$ cat config.mk
export PLATFORM = sky130hd
export DESIGN_NAME = mem_writeback_flat
export DESIGN_NICKNAME = d
export VERILOG_FILES = /design/src/rtl/bexkat2_pkg.sv /design/src/rtl/mem_writeback_if.sv /design/src/rtl/mem_writeback_lane_align.sv /design/src/rtl/mem_writeback.sv /design/src/flat_wrapper.sv
export SDC_FILE = /design/constraint.sdc
export NUM_CORES = 1
export LEC_CHECK = 0
export ABC_CLOCK_PERIOD_IN_PS = 4110
export BUFFER_PORTS_ARGS = -buffer_cell sky130_fd_sc_hd__buf_2
export CORE_UTILIZATION = 45
export DETAILED_ROUTE_END_ITERATION = 12
export PLACE_DENSITY_LB_ADDON = 0.12
export SYNTH_ARGS = -nofsm -noshare
export SYNTH_HDL_FRONTEND = slang
export SYNTH_SLANG_ARGS = --single-unit
$ cat constraint.sdc
create_clock -name clk_i -period 4.11 [get_ports clk_i]
set_input_delay 0.411 -clock clk_i [delete_from_list [all_inputs] [get_ports clk_i]]
set_output_delay 0.411 -clock clk_i [all_outputs]
set_load 0.02 [all_outputs]
$ cat src/rtl/bexkat2_pkg.sv
`default_nettype none
// ============================================================================
// Module   : bexkat2_pkg
// Purpose  : Shared memory-size, FSM-state and byte-lane definitions.
// Revision : 1.0
// ============================================================================
package bexkat2_pkg;

  typedef enum logic [1:0] {
    SZ_NONE = 2'b00,
    SZ_BYTE = 2'b01,
    SZ_HALF = 2'b10,
    SZ_WORD = 2'b11
  } mem_size_t;

  typedef enum logic [1:0] {
    WB_IDLE  = 2'd0,
    WB_BUS   = 2'd1,
    WB_WB    = 2'd2,
    WB_FAULT = 2'd3
  } wb_state_t;

  // Lane masks at offset 0; sel[3] is the most significant (big-endian offset 0) byte.
  localparam logic [3:0] c_sel_none = 4'b0000;
  localparam logic [3:0] c_sel_byte = 4'b1000;
  localparam logic [3:0] c_sel_half = 4'b1100;
  localparam logic [3:0] c_sel_word = 4'b1111;

  function automatic logic [31:0] lane_mask(input logic [3:0] sel);
    logic [31:0] m;
    for (int i = 0; i < 4; i++) begin
      m[8*i +: 8] = {8{sel[i]}};
    end
    return m;
  endfunction

endpackage
`default_nettype wire

$ cat src/rtl/mem_writeback_if.sv
`default_nettype none
// ============================================================================
// Module   : mem_writeback_if
// Purpose  : Wishbone classic bus between the load/store stage and memory.
// Revision : 1.0
// ============================================================================
interface mem_writeback_if import bexkat2_pkg::*; #(
  parameter int AW = 32,
  parameter int DW = 32
);
  logic          cyc_o;
  logic          stb_o;
  logic          we_o;
  logic [3:0]    sel_o;
  logic [AW-1:0] adr_o;
  logic [DW-1:0] dat_o;
  logic [DW-1:0] dat_i;
  logic          ack_i;
  logic          err_i;

  modport master (
    output cyc_o, stb_o, we_o, sel_o, adr_o, dat_o,
    input  dat_i, ack_i, err_i
  );

  modport slave (
    input  cyc_o, stb_o, we_o, sel_o, adr_o, dat_o,
    output dat_i, ack_i, err_i
  );
endinterface
`default_nettype wire

$ cat src/rtl/mem_writeback_lane_align.sv
`default_nettype none
// ============================================================================
// Module   : mem_lane_align
// Purpose  : Big-endian byte-lane select, store steering, load extraction and
//            alignment check for byte/half/word accesses.
// Revision : 1.0
// ============================================================================
module mem_lane_align import bexkat2_pkg::*; (
  input  wire [1:0]  i_size,
  input  wire [1:0]  i_offset,
  input  wire [31:0] i_sdata,
  input  wire [31:0] i_rdata,
  output logic [3:0]  o_sel,
  output logic [31:0] o_wdata,
  output logic [31:0] o_rdata,
  output logic        o_illegal
);

  logic [4:0] w_shift;

  // w_shift is the bit position of the access's least significant lane.
  always_comb begin
    o_sel     = c_sel_none;
    w_shift   = 5'd0;
    o_illegal = 1'b0;
    case (i_size)
      SZ_BYTE: begin
        o_sel   = c_sel_byte >> i_offset;
        w_shift = {2'b11 - i_offset, 3'b000};
      end
      SZ_HALF: begin
        o_sel     = c_sel_half >> i_offset;
        w_shift   = {2'b10 - i_offset, 3'b000};
        o_illegal = i_offset[0];
      end
      SZ_WORD: begin
        o_sel     = c_sel_word;
        o_illegal = (i_offset != 2'b00);
      end
      default: o_illegal = 1'b1;
    endcase
  end

  assign o_wdata = (i_sdata << w_shift) & lane_mask(o_sel);
  assign o_rdata = (i_rdata & lane_mask(o_sel)) >> w_shift;

endmodule
`default_nettype wire

$ cat src/rtl/mem_writeback.sv
`default_nettype none
// ============================================================================
// Module   : mem_writeback
// Purpose  : Load/store stage: one Wishbone classic cycle per request, then a
//            single-cycle register-file write for loads.
// Revision : 1.0
// ============================================================================
module mem_writeback import bexkat2_pkg::*; #(
  parameter int AW      = 32,
  parameter int DW      = 32,
  parameter int REGP    = 4,
  parameter int TIMEOUT = 255
) (
  input  wire             clk_i,
  input  wire             rst_i,
  input  wire             start_i,
  input  wire             load_i,
  input  wire [1:0]       size_i,
  input  wire [AW-1:0]    addr_i,
  input  wire [DW-1:0]    sdata_i,
  input  wire [REGP-1:0]  dest_i,
  output logic            busy_o,
  output logic            done_o,
  output logic            fault_o,
  output logic [REGP-1:0] rf_write_addr,
  output logic [DW-1:0]   rf_write_data,
  output logic [1:0]      rf_write_en,
  mem_writeback_if.master wb
);

  localparam int              c_tmo_w   = $clog2(TIMEOUT + 1);
  localparam logic [c_tmo_w-1:0] c_tmo_max = c_tmo_w'(TIMEOUT);

  localparam logic [1:0] c_st_idle  = WB_IDLE;
  localparam logic [1:0] c_st_bus   = WB_BUS;
  localparam logic [1:0] c_st_wb    = WB_WB;
  localparam logic [1:0] c_st_fault = WB_FAULT;

  logic [1:0]         r_state;
  logic               r_load;
  logic [1:0]         r_size;
  logic [AW-1:0]      r_addr;
  logic [DW-1:0]      r_sdata;
  logic [REGP-1:0]    r_dest;
  logic [DW-1:0]      r_rdata;
  logic [c_tmo_w-1:0] r_tmo;

  logic        w_idle;
  logic        w_bus;
  logic [1:0]  w_al_size;
  logic [1:0]  w_al_off;
  logic [3:0]  w_sel;
  logic [DW-1:0] w_wdata;
  logic [DW-1:0] w_rdata;
  logic        w_illegal;

  assign w_idle = (r_state == c_st_idle);
  assign w_bus  = (r_state == c_st_bus);

  // In IDLE the aligner checks the live request; afterwards it serves the captured one.
  assign w_al_size = w_idle ? size_i       : r_size;
  assign w_al_off  = w_idle ? addr_i[1:0]  : r_addr[1:0];

  mem_lane_align u_align (
    .i_size    (w_al_size),
    .i_offset  (w_al_off),
    .i_sdata   (r_sdata),
    .i_rdata   (wb.dat_i),
    .o_sel     (w_sel),
    .o_wdata   (w_wdata),
    .o_rdata   (w_rdata),
    .o_illegal (w_illegal)
  );

  always_ff @(posedge clk_i or posedge rst_i) begin
    if (rst_i) begin
      r_state <= c_st_idle;
      r_load  <= 1'b0;
      r_size  <= 2'b00;
      r_addr  <= '0;
      r_sdata <= '0;
      r_dest  <= '0;
      r_rdata <= '0;
      r_tmo   <= '0;
    end else begin
      case (r_state)
        c_st_idle: begin
          if (start_i) begin
            r_load  <= load_i;
            r_size  <= size_i;
            r_addr  <= addr_i;
            r_sdata <= sdata_i;
            r_dest  <= dest_i;
            r_tmo   <= '0;
            r_state <= w_illegal ? c_st_fault : c_st_bus;
          end
        end
        c_st_bus: begin
          if (wb.err_i) begin
            r_state <= c_st_fault;
          end else if (wb.ack_i) begin
            if (r_load) begin
              r_rdata <= w_rdata;
            end
            r_state <= c_st_wb;
          end else if (r_tmo == c_tmo_max) begin
            r_state <= c_st_fault;
          end else begin
            r_tmo <= r_tmo + c_tmo_w'(1);
          end
        end
        // Stores also pass through WB so done_o lands inside the busy window.
        c_st_wb:    r_state <= c_st_idle;
        c_st_fault: r_state <= c_st_idle;
        default:    r_state <= c_st_idle;
      endcase
    end
  end

  assign busy_o        = !w_idle;
  assign done_o        = (r_state == c_st_wb);
  assign fault_o       = (r_state == c_st_fault);
  assign rf_write_en   = (done_o && r_load) ? r_size : 2'b00;
  assign rf_write_addr = r_dest;
  assign rf_write_data = r_rdata;

  assign wb.cyc_o = w_bus;
  assign wb.stb_o = w_bus;
  assign wb.we_o  = w_bus && !r_load;
  assign wb.sel_o = w_bus ? w_sel : 4'b0000;
  assign wb.adr_o = w_bus ? {r_addr[AW-1:2], 2'b00} : '0;
  assign wb.dat_o = w_bus ? w_wdata : '0;

endmodule
`default_nettype wire

$ cat src/flat_wrapper.sv
// flat-port wrapper written by rule: the top's interface ports become plain ports
module mem_writeback_flat import bexkat2_pkg::*;
#(
  parameter int AW      = 32,
  parameter int DW      = 32,
  parameter int REGP    = 4,
  parameter int TIMEOUT = 255
)
  (clk_i, rst_i, start_i, load_i, size_i, addr_i, sdata_i, dest_i, busy_o, done_o, fault_o, rf_write_addr, rf_write_data, rf_write_en, wb_cyc_o, wb_stb_o, wb_we_o, wb_sel_o, wb_adr_o, wb_dat_o, wb_dat_i, wb_ack_i, wb_err_i);
  mem_writeback_if #(.AW(AW), .DW(DW)) wb_i ();
  input  wire clk_i;
  input  wire rst_i;
  input  wire start_i;
  input  wire load_i;
  input  wire [1:0] size_i;
  input  wire [AW-1:0] addr_i;
  input  wire [DW-1:0] sdata_i;
  input  wire [REGP-1:0] dest_i;
  output logic busy_o;
  output logic done_o;
  output logic fault_o;
  output logic [REGP-1:0] rf_write_addr;
  output logic [DW-1:0] rf_write_data;
  output logic [1:0] rf_write_en;
  output wire logic [$bits(wb_i.cyc_o)-1:0] wb_cyc_o;
  output wire logic [$bits(wb_i.stb_o)-1:0] wb_stb_o;
  output wire logic [$bits(wb_i.we_o)-1:0] wb_we_o;
  output wire logic [$bits(wb_i.sel_o)-1:0] wb_sel_o;
  output wire logic [$bits(wb_i.adr_o)-1:0] wb_adr_o;
  output wire logic [$bits(wb_i.dat_o)-1:0] wb_dat_o;
  input wire logic [$bits(wb_i.dat_i)-1:0] wb_dat_i;
  input wire logic [$bits(wb_i.ack_i)-1:0] wb_ack_i;
  input wire logic [$bits(wb_i.err_i)-1:0] wb_err_i;
  assign wb_cyc_o = wb_i.cyc_o;
  assign wb_stb_o = wb_i.stb_o;
  assign wb_we_o = wb_i.we_o;
  assign wb_sel_o = wb_i.sel_o;
  assign wb_adr_o = wb_i.adr_o;
  assign wb_dat_o = wb_i.dat_o;
  assign wb_i.dat_i = wb_dat_i;
  assign wb_i.ack_i = wb_ack_i;
  assign wb_i.err_i = wb_err_i;
  mem_writeback #(.AW(AW), .DW(DW), .REGP(REGP), .TIMEOUT(TIMEOUT)) u_core (.clk_i(clk_i), .rst_i(rst_i), .start_i(start_i), .load_i(load_i), .size_i(size_i), .addr_i(addr_i), .sdata_i(sdata_i), .dest_i(dest_i), .busy_o(busy_o), .done_o(done_o), .fault_o(fault_o), .rf_write_addr(rf_write_addr), .rf_write_data(rf_write_data), .rf_write_en(rf_write_en), .wb(wb_i));
endmodule
==> run_results.csv, run 1 <==
group,metric,value,unit
critical_path,slowest_stage,"dfrtp_1",
timing,rsz0062_at_grt,"no",
floorplan,fp-row-count,41,
critical_path,cp_slowest_stage_delay,0.48,ns
power_and_ir_drop,p_int,0.00382,W
timing,finalCriticalPeriod,3.91,ns
timing,maxSlewViolCount,0,
clock_tree,cts_buffers,17,
critical_path,crit_required,3.70,ns
power_and_ir_drop,switching_share,44.0,%
routing,vias,5717,
yosys,syn_area,5930,um2
global_routing,antenna_found_initial,0,
critical_path,critical_path.n_buffers_inverters,2,
timing,whs,0.169,ns
yosys,yosys.cell_types.count,48,
yosys,yosys_warnings,0,
timing,relSlewSlack,44.3,%
yosys,postSynth.asyncResetShare,100,%
global_routing,grt-ovfl-total,0,
timing,post-route-period-util,95.0,%
yosys,ys.flop_type,"dfrtp_1",
critical_path,cp_top_family,"simple AND/OR/NAND/NOR gates",
finish,fillers,1165,
global_routing,grt_max_degree,68,
placement,numPortBuffers,217,
yosys,yosysSeqAreaShare,47.7,%
clock_tree,cts_max_path_buffers,2,
power_and_ir_drop,p_per_area,872,nW/um2
finish,area_growth,32.0,%
power_and_ir_drop,pwr-share-clk,23.1,%
clock_tree,cts_tree,"yes",
routing,wl,17300,um
min_path,hold_class,"in -> async",
finish,num_antenna_cells,0,
floorplan,dieArea,13600,um2
clock_tree,clock-sinks,113,
clock_tree,insertion_delay,0.41,ns
yosys,yosysTopAreaCellShare,47.7,%
timing,hold_viol,0,
clock_tree,htree_num_levels,4,
yosys,synthCells,705,
floorplan,core_region_area,12700,um2
finish,drive_above_1_share,31.3,%
routing,drc,0,
finish,final_cells,1101,
critical_path,critPathCaptureType,"primary output",
yosys,syn_avg_cell_area,8.41,um2
power_and_ir_drop,max-vdd-ir-drop,479,uV
global_routing,grt_pass1_vias,5360,
global_routing,grt_pass1_wl,27200,um
timing,fmax,0.256,GHz
floorplan,die_h,117,um
critical_path,path_cells,"nor2_1, mux2_2, ha_1, nor2b_1, a32o_2, buf_4, nand2_1, and3_1, a211oi_1, buf_2",
power_and_ir_drop,combPwrFrac,48.5,%
power_and_ir_drop,total_power,0.00683,W
routing,antenna_left,0,
power_and_ir_drop,p_leak,4.23,nW
critical_path,crit_fanout,11,
critical_path,setup.worst_path.class,"reg -> out",
power_and_ir_drop,p_seq_share,28.4,%
timing,setup_viol,0,
clock_tree,cts-root-buf,"clkbuf_16",
placement,place_area,7180,um2
clock_tree,path_clk_slew,0.05,ns
finish,final_cell_area,7830,um2
global_routing,grt_util_all_layers,26.0,%
yosys,yosys-top-cells-count,"278 x nand2_1, 113 x dfrtp_1, 42 x and2_1, 30 x clkbuf_1, 26 x nor2_1",
placement,placed_cells,1068,
routing,drt-initial-drc-count,408,
floorplan,start_util,46.6,%
routing,drt_first_pass_iters,5,
timing,tightest_slew,0.836,ns
timing,fin_setup_tns,0,ns
floorplan,die_x,117,um
timing,fin_skew,0.00847,ns
yosys,synth_edf_count,0,
run,cap_violations,0,
floorplan,ios,220,
yosys,ys_seq_elements,113,
finish,fin_nets,1030,
yosys,synthTopCellsByArea,"dfrtp_1 48%, nand2_1 18%, and2_1 4.4%",
placement,place.detailed.hpwl,12600,um
power_and_ir_drop,p_sw,0.00301,W
routing,avgRoutedWirePerCell,15.8,um
yosys,yosysTopAreaCell,"dfrtp_1",
placement,gp_congestion,0.950,
critical_path,cp-start-kind,"flop",
yosys,yosysMostFrequentCell,"nand2_1",
critical_path,critPathArrivalTime,3.49,ns
routing,vias_per_cell,5.19,
run_status,status,"finished clean",
-- per-stage QoR --
step,util [%],worst slack [ns]
after floorplan,-,0.363
after global placement,56.4,0.667
after detailed placement,56.4,0.547
after CTS,61.4,0.0993
after global routing,61.5,0.0114
final,61.5,0.204
-- sequential cells by signal, indices dropped and copies added, names as in the netlist --
register / count
u_core.rf_write_data: 32
u_core.r_tmo: 8
u_core.rf_write_addr: 4
u_core.r_sdata: 32
u_core.r_size: 2
u_core.r_load: 1
u_core.r_addr: 32
u_core.r_state: 2
-- worst paths after layout --
check,startpoint,end,slack [ns],depth (start not counted)
worst min-delay path,rst_i,u_core.r_addr[12],0.17,2
worst max-delay path,u_core.r_state[0],wb_dat_o[24],0.20,10
max in group asynchronous,rst_i,u_core.r_sdata[20],3.06,3
worst max register to register,u_core.r_state[0],u_core.rf_write_data[12],0.90,8
worst min register to register,u_core.r_addr[28],u_core.r_addr[28],0.47,2
min in group clk_i,sdata_i[4],u_core.r_sdata[4],0.19,3
-- cell families (layout without fill, tap and decap cells) --
group / count (synthesis) / count (layout) / synth area share [%]
AO/OA/AOI/OAI: 95 / 95 / 11.5
XOR/XNOR: 4 / 4 / 0.591
adder cells (fa/ha/maj): 6 / 6 / 1.27
buffers and inverters: 54 / 277 / 3.94
flip-flops: 113 / 113 / 47.7
multiplexers: 19 / 19 / 3.27
other: 1 / 2 / 0.0632
AND/OR/NAND/NOR: 413 / 413 / 31.7
-- cell usage in the layout (no fill, tap or decap), types with 13 or more instances in the layout --
master	count
nand4_1	14
nor2_1	25
and2_1	41
dfrtp_1	113
o21ai_0	16
nand2_1	277
buf_4	18
mux2i_1	16
and3_1	13
clkbuf_16	17
buf_2	217
-- worst reg2reg max path, delay by kind of cell (launching register included) --
kind,cells,cell delay (ns)
compound gates,2,0.65
mux,1,0.40
simple gates,4,1.09
flops,1,0.48
fa+ha+maj,1,0.47
-- power groups by stage --
| stage | combinational, W | sequential (W) | clock, W |
|---|---|---|---|
| finish | 0.00331 | 0.00194 | 0.00157 |
| global route | 0.00366 | 0.00199 | 0.00164 |
| CTS | 0.00330 | 0.00193 | 0.00159 |
| detailed placement | 0.00328 | 0.00194 | 0 |
| global placement | 0.00322 | 0.00193 | 0 |
| floorplan | 0.00223 | 0.00201 | 0 |
-- cell type report --
| class | instances | area [um2] | area share, % |
|---|---|---|---|
| multi-input cells | 539 | 2890 | 36.9 |
| flip-flops and latches | 113 | 2830 | 36.1 |
| repair buffers | 235 | 1220 | 15.6 |
| clock buffers | 19 | 453 | 5.79 |
| well taps | 172 | 215 | 2.75 |
| clock inverters | 13 | 184 | 2.35 |
| inverters | 10 | 40.0 | 0.512 |
-- metal layers --
metal	global-route usage, %	routed length [um]
met5	0	0
met4	10.5	360
met3	6.85	1400
met2	39.6	7790
met1	35.4	7790
-- timing repair --
item,4_1_cts,5_1_grt
endpoints found under the hold margin,0,0
setup endpoints to repair,0,17
hold buffers,0,0
setup buffers,0,1
resized for setup,0,3
(Power assumes the default switching activity.)
==> run 2: changes to the inputs <==
ABC_AREA = 1   (was unset)
==> run 2 against run 1 <==
Clock skew decreased by 0.0023 ns. Sequential power decreased by 3%. Fmax increased by 6.5%. Core utilization decreased by 2.4 points. Flip-flop and latch count unchanged. Critical path type unchanged. Highest routed layer unchanged.
==> run_results.csv, run 2 <==
group,metric,value,unit
power_and_ir_drop,max-vdd-ir-drop,683,uV
clock_tree,cts_resized,0,
yosys,syn_avg_cell_area,7.10,um2
placement,place.detailed.hpwl,12500,um
timing,rsz0062_at_grt,"no",
yosys,synth_xor_area_share,0.424,%
floorplan,start_util,46.5,%
global_routing,met1_usage,32.3,%
global_routing,grt_max_degree,118,
power_and_ir_drop,p_seq_share,25.6,%
critical_path,critPathCaptureType,"primary output",
critical_path,slowest_stage,"dfrtp_1",
clock_tree,postCtsSetupBuffers,0,
floorplan,core_region_area,13300,um2
clock_tree,holdBufCountCts,0,
critical_path,cp_top_family,"buffers and inverters",
finish,fin_nets,1186,
clock_tree,clock-sinks,113,
power_and_ir_drop,p_sw,0.00365,W
floorplan,die_x,119,um
yosys,yosys-top-cells-count,"302 x nand2_1, 113 x dfrtp_1, 111 x nor2_1, 90 x o21ai_0, 72 x inv_1",
timing,post-route-period-util,89.2,%
timing,fin_skew,0.00619,ns
timing,relSlewSlack,30.3,%
critical_path,critPathArrivalTime,3.26,ns
routing,vias_per_cell,4.98,
timing,fmax,0.273,GHz
critical_path,timing.critical_path.mode_cell,"inv_1",
finish,final_util,59.1,%
routing,drt_first_pass_iters,7,
power_and_ir_drop,p_leak,4.26,nW
routing,wl,17800,um
timing,tightest_slew,1.05,ns
timing,hold_viol,0,
clock_tree,htree_num_levels,4,
yosys,yosys.cell_types.count,32,
clock_tree,cts_tree,"yes",
power_and_ir_drop,p_per_area,930,nW/um2
placement,gp_congestion,0.852,
floorplan,die_h,119,um
global_routing,grt-ovfl-total,0,
critical_path,setup.worst_path.class,"reg -> out",
min_path,min-delay-start,"sdata_i[9]",
yosys,synth_edf_count,0,
power_and_ir_drop,combPwrFrac,55.6,%
yosys,ys.flop_type,"dfrtp_1",
yosys,yosysTopAreaCellShare,45.6,%
yosys,yosysMostFrequentCell,"nand2_1",
global_routing,grt_pass1_vias,6008,
clock_tree,cts_max_path_buffers,2,
yosys,ys_seq_elements,113,
yosys,muxShareOfSynthArea,0,%
timing,setup_viol,0,
routing,antenna_left,0,
clock_tree,path_clk_slew,0.05,ns
routing,avgRoutedWirePerCell,14.1,um
floorplan,fp-row-count,42,
global_routing,grt_use_met3,6.99,%
finish,num_antenna_cells,0,
routing,vias,6280,
clock_tree,cts_buffers,17,
yosys,synth_fa_ha_area_share,1.21,%
critical_path,crit_fanout,53,
timing,finalCriticalPeriod,3.67,ns
finish,layout_common_cells,"302 x nand2_1, 217 x buf_2, 113 x dfrtp_1",
critical_path,path_cells,"nor2_4, o21ai_0, inv_1, ha_1, inv_1, nor2_2, inv_2, nand2_4, inv_4, nand2_1, a31oi_1, buf_2",
global_routing,antenna_found_initial,1,
finish,final_common_cell,"nand2_1",
critical_path,crit_required,3.70,ns
critical_path,cp-startpoint,"u_core.r_state[1]",
yosys,synthSimpleGateAreaFrac,32.8,%
timing,maxSlewViolCount,0,
power_and_ir_drop,pwr-share-clk,18.8,%
timing,fin_setup_tns,0,ns
floorplan,dieArea,14300,um2
yosys,yosys_warnings,0,
global_routing,top_usage_layer,"met2",
yosys,yosysTopAreaCell,"dfrtp_1",
yosys,synth_top_family_by_area,"simple AND/OR/NAND/NOR gates",
min_path,hold_class,"in -> reg",
yosys,synthCells,874,
run_status,status,"finished clean",
critical_path,critical_path.n_buffers_inverters,5,
clock_tree,cts-root-buf,"clkbuf_16",
floorplan,ios,220,
placement,numPortBuffers,217,
yosys,synthTopCellsByArea,"dfrtp_1 46%, nand2_1 18%, o21ai_0 7.3%",
power_and_ir_drop,switching_share,49.7,%
finish,area_growth,27.1,%
yosys,yosysSeqAreaShare,45.6,%
routing,drt-initial-drc-count,531,
global_routing,grt_pass1_wl,28900,um
clock_tree,insertion_delay,0.42,ns
finish,drive_above_1_share,26.7,%
critical_path,cp-start-kind,"flop",
routing,drc,0,
yosys,syn_area,6200,um2
yosys,synth_compound_area_share,10.9,%
power_and_ir_drop,p_int,0.00369,W
yosys,postSynth.asyncResetShare,100,%
global_routing,grt_util_all_layers,26.2,%
critical_path,r2r-start,"u_core.r_state[1]",
global_routing,grt_util_met2,43.5,%
run,cap_violations,0,
critical_path,cp_slowest_stage_delay,0.48,ns
[run 2: path summary, 6_finish.rpt]
check / slack (ns) / cells past startpoint / to
setup / recovery: 0.44 / 12 / wb_dat_o[30]
hold / removal: 0.19 / 3 / u_core.r_sdata[9]
setup reg to reg: 1.18 / 14 / u_core.rf_write_data[3]
hold reg to reg: 0.47 / 1 / u_core.r_tmo[7]
max in group asynchronous: 3.03 / 3 / u_core.rf_write_data[21]
min in group asynchronous: 0.23 / 2 / u_core.r_addr[30]
[run 2: cells by family after synthesis]
family | after synthesis
other | 1
XOR/XNOR | 3
adder cells (fa/ha/maj) | 6
AO/OA/AOI/OAI | 128
flip-flops | 113
AND/OR/NAND/NOR | 494
buffers and inverters | 129
[run 2: area by class of cell]
cell class,count,area (um2)
Fill cell,1363,5460
Sequential cell,113,2830
Multi-Input combinational cell,633,2820
Timing Repair Buffer,226,1150
Clock buffer,19,433
Inverter,81,312
Tap cell,176,220
Clock inverter,12,119
[run 2: layer usage]
layer / wire [um] / up-vias
met5: 0 / -
met4: 403 / 0
met3: 1310 / 38
met2: 8470 / 230
met1: 7630 / 2886
li1: - / 3126
[run 2: worst reg2reg max path, delay by kind of cell, from the launching register on]
kind | cells | cell delay (ns)
buffers and inverters | 4 | 0.81
and+or+nand+nor | 8 | 0.98
DFF | 1 | 0.48
adders and majority gates | 1 | 0.21
AOI/OAI and AO/OA | 1 | 0.34
[run 2: power by group through the flow]
stage	clock network, W	logic [W]	registers (W)
after floorplan	0	0.00291	0.00205
after global placement	0	0.00403	0.00188
after detailed placement	0	0.00405	0.00189
after CTS	0.00140	0.00409	0.00188
after global routing	0.00145	0.00460	0.00193
final	0.00138	0.00408	0.00188
[run 2: per-stage QoR]
step	cells	total power, W	hold WS [ns]	worst slack, ns	cell area [um2]
global placement	1229	0.00591	0.452	0.960	7340
CTS	1260	0.00736	0.180	0.416	7890
finish	1260	0.00734	0.190	0.443	7890
detailed placement	1229	0.00594	0.458	0.863	7340
floorplan	875	0.00496	0.434	0.712	6210
global route	1260	0.00798	0.195	0.117	7890
